File: src/rtl/decoder_scan_pkg.sv
// Shared types and constants for the address scan controller and its decoder.
package decoder_scan_pkg;

    localparam int ADDR_W = 6;
    localparam int N_OUT  = 64;

    typedef enum logic [1:0] {
        ST_IDLE = 2'd0,
        ST_RUN  = 2'd1,
        ST_DONE = 2'd2
    } scan_state_e;

endpackage : decoder_scan_pkg

File: src/rtl/decoder64.sv
// 6-to-64 one-hot decoder used to drive the scan select lines.
module decoder64
    import decoder_scan_pkg::*;
(
    input  logic [ADDR_W-1:0] a,
    output logic [N_OUT-1:0]  y
);

    always_comb begin
        // NOTE: assigning a default before any conditional write keeps always_comb free of latches.
        y    = '0;
        y[a] = 1'b1;
    end

endmodule : decoder64

File: src/rtl/decoder_scan_ctrl.sv
// Scans an address range (with wrap) holding each address for dwell+1 cycles,
// presenting the current address and its one-hot decode while running.
module decoder_scan_ctrl
    import decoder_scan_pkg::*;
#(
    parameter int DWELL_W = 4
) (
    input  logic               clk,
    input  logic               reset,
    input  logic               start,
    input  logic [ADDR_W-1:0]  first,
    input  logic [ADDR_W-1:0]  last,
    input  logic [DWELL_W-1:0] dwell,
    input  logic               cont,
    input  logic               stop,
    output logic               busy,
    output logic               done,
    output logic [ADDR_W-1:0]  addr,
    output logic [N_OUT-1:0]   sel
);

    scan_state_e        state_q, state_d;
    logic [ADDR_W-1:0]  addr_q, addr_d;
    logic [DWELL_W-1:0] cnt_q, cnt_d;
    logic [ADDR_W-1:0]  first_q, first_d;
    logic [ADDR_W-1:0]  last_q, last_d;
    logic [DWELL_W-1:0] dwell_q, dwell_d;
    logic               cont_q, cont_d;
    logic [N_OUT-1:0]   dec_y;

    always_comb begin
        state_d = state_q;
        addr_d  = addr_q;
        cnt_d   = cnt_q;
        first_d = first_q;
        last_d  = last_q;
        dwell_d = dwell_q;
        cont_d  = cont_q;

        unique case (state_q)
            ST_IDLE: begin
                if (start) begin
                    first_d = first;
                    last_d  = last;
                    dwell_d = dwell;
                    cont_d  = cont;
                    addr_d  = first;
                    cnt_d   = '0;
                    state_d = ST_RUN;
                end
            end
            ST_RUN: begin
                if (stop) begin
                    cnt_d   = '0;
                    state_d = ST_IDLE;
                end else if (cnt_q == dwell_q) begin
                    cnt_d = '0;
                    if (addr_q != last_q) begin
                        addr_d = addr_q + ADDR_W'(1);
                    end else if (cont_q) begin
                        addr_d = first_q;
                    end else begin
                        // Final address of a single pass: addr is kept for DONE/IDLE.
                        state_d = ST_DONE;
                    end
                end else begin
                    cnt_d = cnt_q + DWELL_W'(1);
                end
            end
            ST_DONE: state_d = ST_IDLE;
            default: state_d = ST_IDLE;
        endcase
    end

    always_ff @(posedge clk) begin
        // NOTE: sequential state uses non-blocking assignments so every register samples pre-edge values.
        if (reset) begin
            state_q <= ST_IDLE;
            addr_q  <= '0;
            cnt_q   <= '0;
            first_q <= '0;
            last_q  <= '0;
            dwell_q <= '0;
            cont_q  <= 1'b0;
        end else begin
            state_q <= state_d;
            addr_q  <= addr_d;
            cnt_q   <= cnt_d;
            first_q <= first_d;
            last_q  <= last_d;
            dwell_q <= dwell_d;
            cont_q  <= cont_d;
        end
    end

    decoder64 u_dec (
        .a (addr_q),
        .y (dec_y)
    );

    assign busy = (state_q == ST_RUN);
    assign done = (state_q == ST_DONE);
    assign addr = addr_q;
    assign sel  = busy ? dec_y : '0;

endmodule : decoder_scan_ctrl

File: config.mk
export PLATFORM = sky130hd
export DESIGN_NAME = decoder_scan_ctrl
export DESIGN_NICKNAME = d
export VERILOG_FILES = /design/src/rtl/decoder_scan_pkg.sv /design/src/rtl/decoder64.sv /design/src/rtl/decoder_scan_ctrl.sv
export SDC_FILE = /design/constraint.sdc
export NUM_CORES = 1
export LEC_CHECK = 0
export CAP_MARGIN = 20
export CORE_MARGIN = 10
export CORE_UTILIZATION = 25
export DETAILED_ROUTE_END_ITERATION = 8
export SETUP_SLACK_MARGIN = 0.02
export SYNTH_ARGS = -nofsm -noshare
export SYNTH_HDL_FRONTEND = slang
export SYNTH_SLANG_ARGS = --single-unit
File: constraint.sdc
create_clock -name clk -period 1.85 [get_ports clk]
set_input_delay 0.2775 -clock clk [delete_from_list [all_inputs] [get_ports clk]]
set_output_delay 0.2775 -clock clk [all_outputs]
set_load 0.005 [all_outputs]
==> flow_summary_export.csv <==
group,metric,value,unit
floorplanning,ioPinCount,93,
routing,routed_wl,8642,um
synth,synth.top_cell.area_share,0.2843,
critical_path,cp.buffers_inverters,2,
sta,period_needed,1.909,ns
critical_path,reg2reg_from,"addr[4]",
sta,timing.final.max_slew_violations,0,
layout,layout-drive-gt1-share,0.5045,
floorplanning,fp.dieArea,0.01218,sq mm
critical_path,crit_path_start_kind,"register",
placed_design,gp_congestion,0.8224,
min_path,hold_class,"register to register",
routing,num_vias,2603,
critical_path,cpPeakStageDelay,0.37,ns
synth,syn-num-nets,315,
floorplanning,die_h,110.4,um
sta,finClkSkew,0.005332,ns
routing,antenna_left,0,
outcome,violations,"setup timing",
layout,final_nets,469,
placed_design,place_area,0.003263,sq mm
critical_path,worstPathMaxFanout,6,
critical_path,required,1.57,ns
sta,grt_setup_unrepaired,"true",
sta,hold_violations,0,
placed_design,numPortBuffers,92,
critical_path,critPathLaunch,"addr[1]",
global_routing,grt_pass1_wl,13060,um
floorplanning,initial_utilization,0.2602,
synth,yosys_warnings,0,
routing,drc,0,
synth,synth_seq_cells,29,
layout,area_growth,89.46,%
synth,yosysSeqAreaShare,0.2843,
critical_path,arrival,1.63,ns
sta,period_share,1.032,
layout,antenna_cells,0,
pwr,ir_worst_vdd,0.3251,mV
sta,whs,0.4624,ns
critical_path,worst_setup_path_end_kind,"output port",
sta,setup_tns,-0.5549,ns
synth,ys_top_cells_by_area,"dfxtp_1 (28%), nor2_1 (14%), nand2_1 (7.5%)",
placed_design,placed_cells,499,
critical_path,r2r_cells,7,
sta,tightest_slew,0.5354,ns
synth,yosysMostFrequentCell,"nor2_1",
placed_design,hpwl,6151,um
critical_path,r2r_setup_slack,-0.05,ns
cts,cts_root_buf,"clkbuf_8",
cts,clk_pin_slew,0.06,ns
synth,synth.cell_area,0.002042,sq mm
critical_path,cp.depth,5,
sta,timing.slew.headroom,0.6420,
cts,cts_sinks,29,
pwr,leakagePower,1.652,nW
critical_path,worstSetupPathType,"register to output port",
sta,fin_ws,-0.05942,ns
critical_path,critical_path.cell_chain,"buf_6, or3b_4, or2_4, nor2_2, buf_2",
critical_path,rr_endpoint,"addr[2]",
global_routing,track_usage,0.1310,
layout,final_cells,548,
pwr,p_per_area,630.5,mW/mm^2
synth,ys.flop_type,"dfxtp_1",
synth,synthArstFlopShare,0,
routing,avgViaCountPerCell,4.750,
routing,wl_per_cell,15.77,um
synth,yosysTopAreaCell,"dfxtp_1",
critical_path,crit_family,"simple AND/OR/NAND/NOR gates",
synth,synth_cell_types,46,
routing,drtIter0Drc,157,
run,cap_violations,0,
sta,setup_viol,18,
critical_path,crit_slowest_cell,"dfxtp_4",
synth,syn_inst,292,
global_routing,grt_max_degree,18,
cts,clock_latency,0.28,ns
floorplanning,rows,32,
critical_path,critPathCapture,"sel[28]",
global_routing,antenna_found_initial,0,
cts,htreeDepth,2,
cts,numCtsBuffers,5,
global_routing,grt_overflow,0,
global_routing,grt_pass1_vias,2579,
synth,avgSynthCellArea,6.993,sq um
floorplanning,core,0.007848,sq mm
sta,fmax,523.7,MHz
pwr,p_total,2.439,mW
outcome,status,"finished with violations",
floorplanning,die_x,110.4,um
routing,firstDrtPassIters,4,
layout,final_area,0.003869,sq mm
cts,ctsLongestPathBuffers,2,
synth,synthTopCellsByCount,"nor2_1 (78), nand2_1 (41), dfxtp_1 (29), a21oi_1 (27), clkbuf_1 (19)",
synth,synth-edff-count,0,
cts,tritoncts,"yes",
-- layout make-up --
class                           count  area [sq um]
Timing Repair Buffer              175          1433
Clock buffer                        5         68.82
Tap cell                          102         127.6
Fill cell                         755          3979
Multi-Input combinational cell    232          1588
Inverter                            3         13.76
Sequential cell                    29         603.1
Clock inverter                      2         35.03
-- metrics by stage --
stage / util / setup slack, ns
6_report: 0.4930 / -0.05942
5_1_grt: 0.4930 / -0.1243
4_1_cts: 0.4550 / -0.05357
3_5_place_dp: 0.4158 / -0.2267
3_3_place_gp: 0.4158 / -0.2298
2_1_floorplan: - / 0.1047
-- flip-flops by register name, summed over array words and instances, names as in the netlist --
| signal | cells |
|---|---|
| first_q | 6 |
| cont_q | 1 |
| last_q | 6 |
| dwell_q | 4 |
| addr | 6 |
| state_q | 2 |
| cnt_q | 4 |
-- timing repair --
action	CTS	global route
endpoints found under the setup margin	72	63
hold buffers	0	0
pin swaps	39	32
setup buffers	34	9
resized for setup	261	105
-- power by group --
| group | switching (mW) | internal (mW) |
|---|---|---|
| clock network | 0.244 | 0.391 |
| registers | 0.0506 | 0.674 |
| logic | 0.500 | 0.580 |
| total | 0.795 | 1.64 |
-- layer usage --
layer  global-route usage  vias to the layer above  part of all wire
li1                     -                     1281                 -
met1               0.1562                     1238              0.41
met4              0.03578                        0             0.019
met3              0.02670                       13             0.043
met2               0.2323                       71              0.52
met5                    0                        -                 0
-- layout by cell type (no fill, tap or decap), types with 2 or more instances in the layout --
| cell | instances |
|---|---|
| a21oi_1 | 27 |
| a311o_1 | 4 |
| buf_12 | 3 |
| buf_2 | 41 |
| buf_4 | 51 |
| buf_6 | 37 |
| clkbuf_2 | 12 |
| clkbuf_8 | 5 |
| clkdlybuf4s50_1 | 28 |
| dfxtp_1 | 21 |
| dfxtp_2 | 3 |
| dfxtp_4 | 5 |
| dlygate4sd2_1 | 2 |
| inv_1 | 2 |
| nand2_1 | 39 |
| nand2b_1 | 2 |
| nand3_2 | 2 |
| nand3b_1 | 7 |
| nand4b_1 | 2 |
| nor2_1 | 44 |
| nor2_2 | 18 |
| nor2_4 | 16 |
| nor3_1 | 2 |
| nor4_1 | 3 |
| nor4_2 | 2 |
| o211a_1 | 4 |
| o21ai_0 | 5 |
| o21ai_1 | 3 |
| or2_4 | 7 |
| or3_1 | 3 |
| or3_4 | 2 |
| or3b_4 | 4 |
| xnor2_1 | 2 |
| xnor2_2 | 4 |
| xnor2_4 | 2 |
| xor2_1 | 6 |
-- kinds of logic after synthesis --
group,count (synthesis),synth area share
xor+xnor,14,0.07475
simple gates,165,0.3762
buf+inv,31,0.08517
fa+ha+maj,2,0.01225
mux,1,0.004902
flops,29,0.2843
compound gates,50,0.1624
-- worst min-delay path by stage --
stage / from / end / depth (start not counted)
after floorplan: stop / state_q[1] / 1
after global placement: first_q[5] / first_q[5] / 2
after detailed placement: first_q[0] / first_q[0] / 2
after CTS: first_q[0] / first_q[0] / 2
after global routing: first_q[2] / first_q[2] / 2
final: first_q[2] / first_q[2] / 2
-- worst min-delay path, delay by kind of cell (launching register included) --
family,cells,cell delay (ns)
compound gates,1,0.05
simple gates,1,0.05
flops,1,0.31
Note: power is estimated with default switching activity, not from simulation.
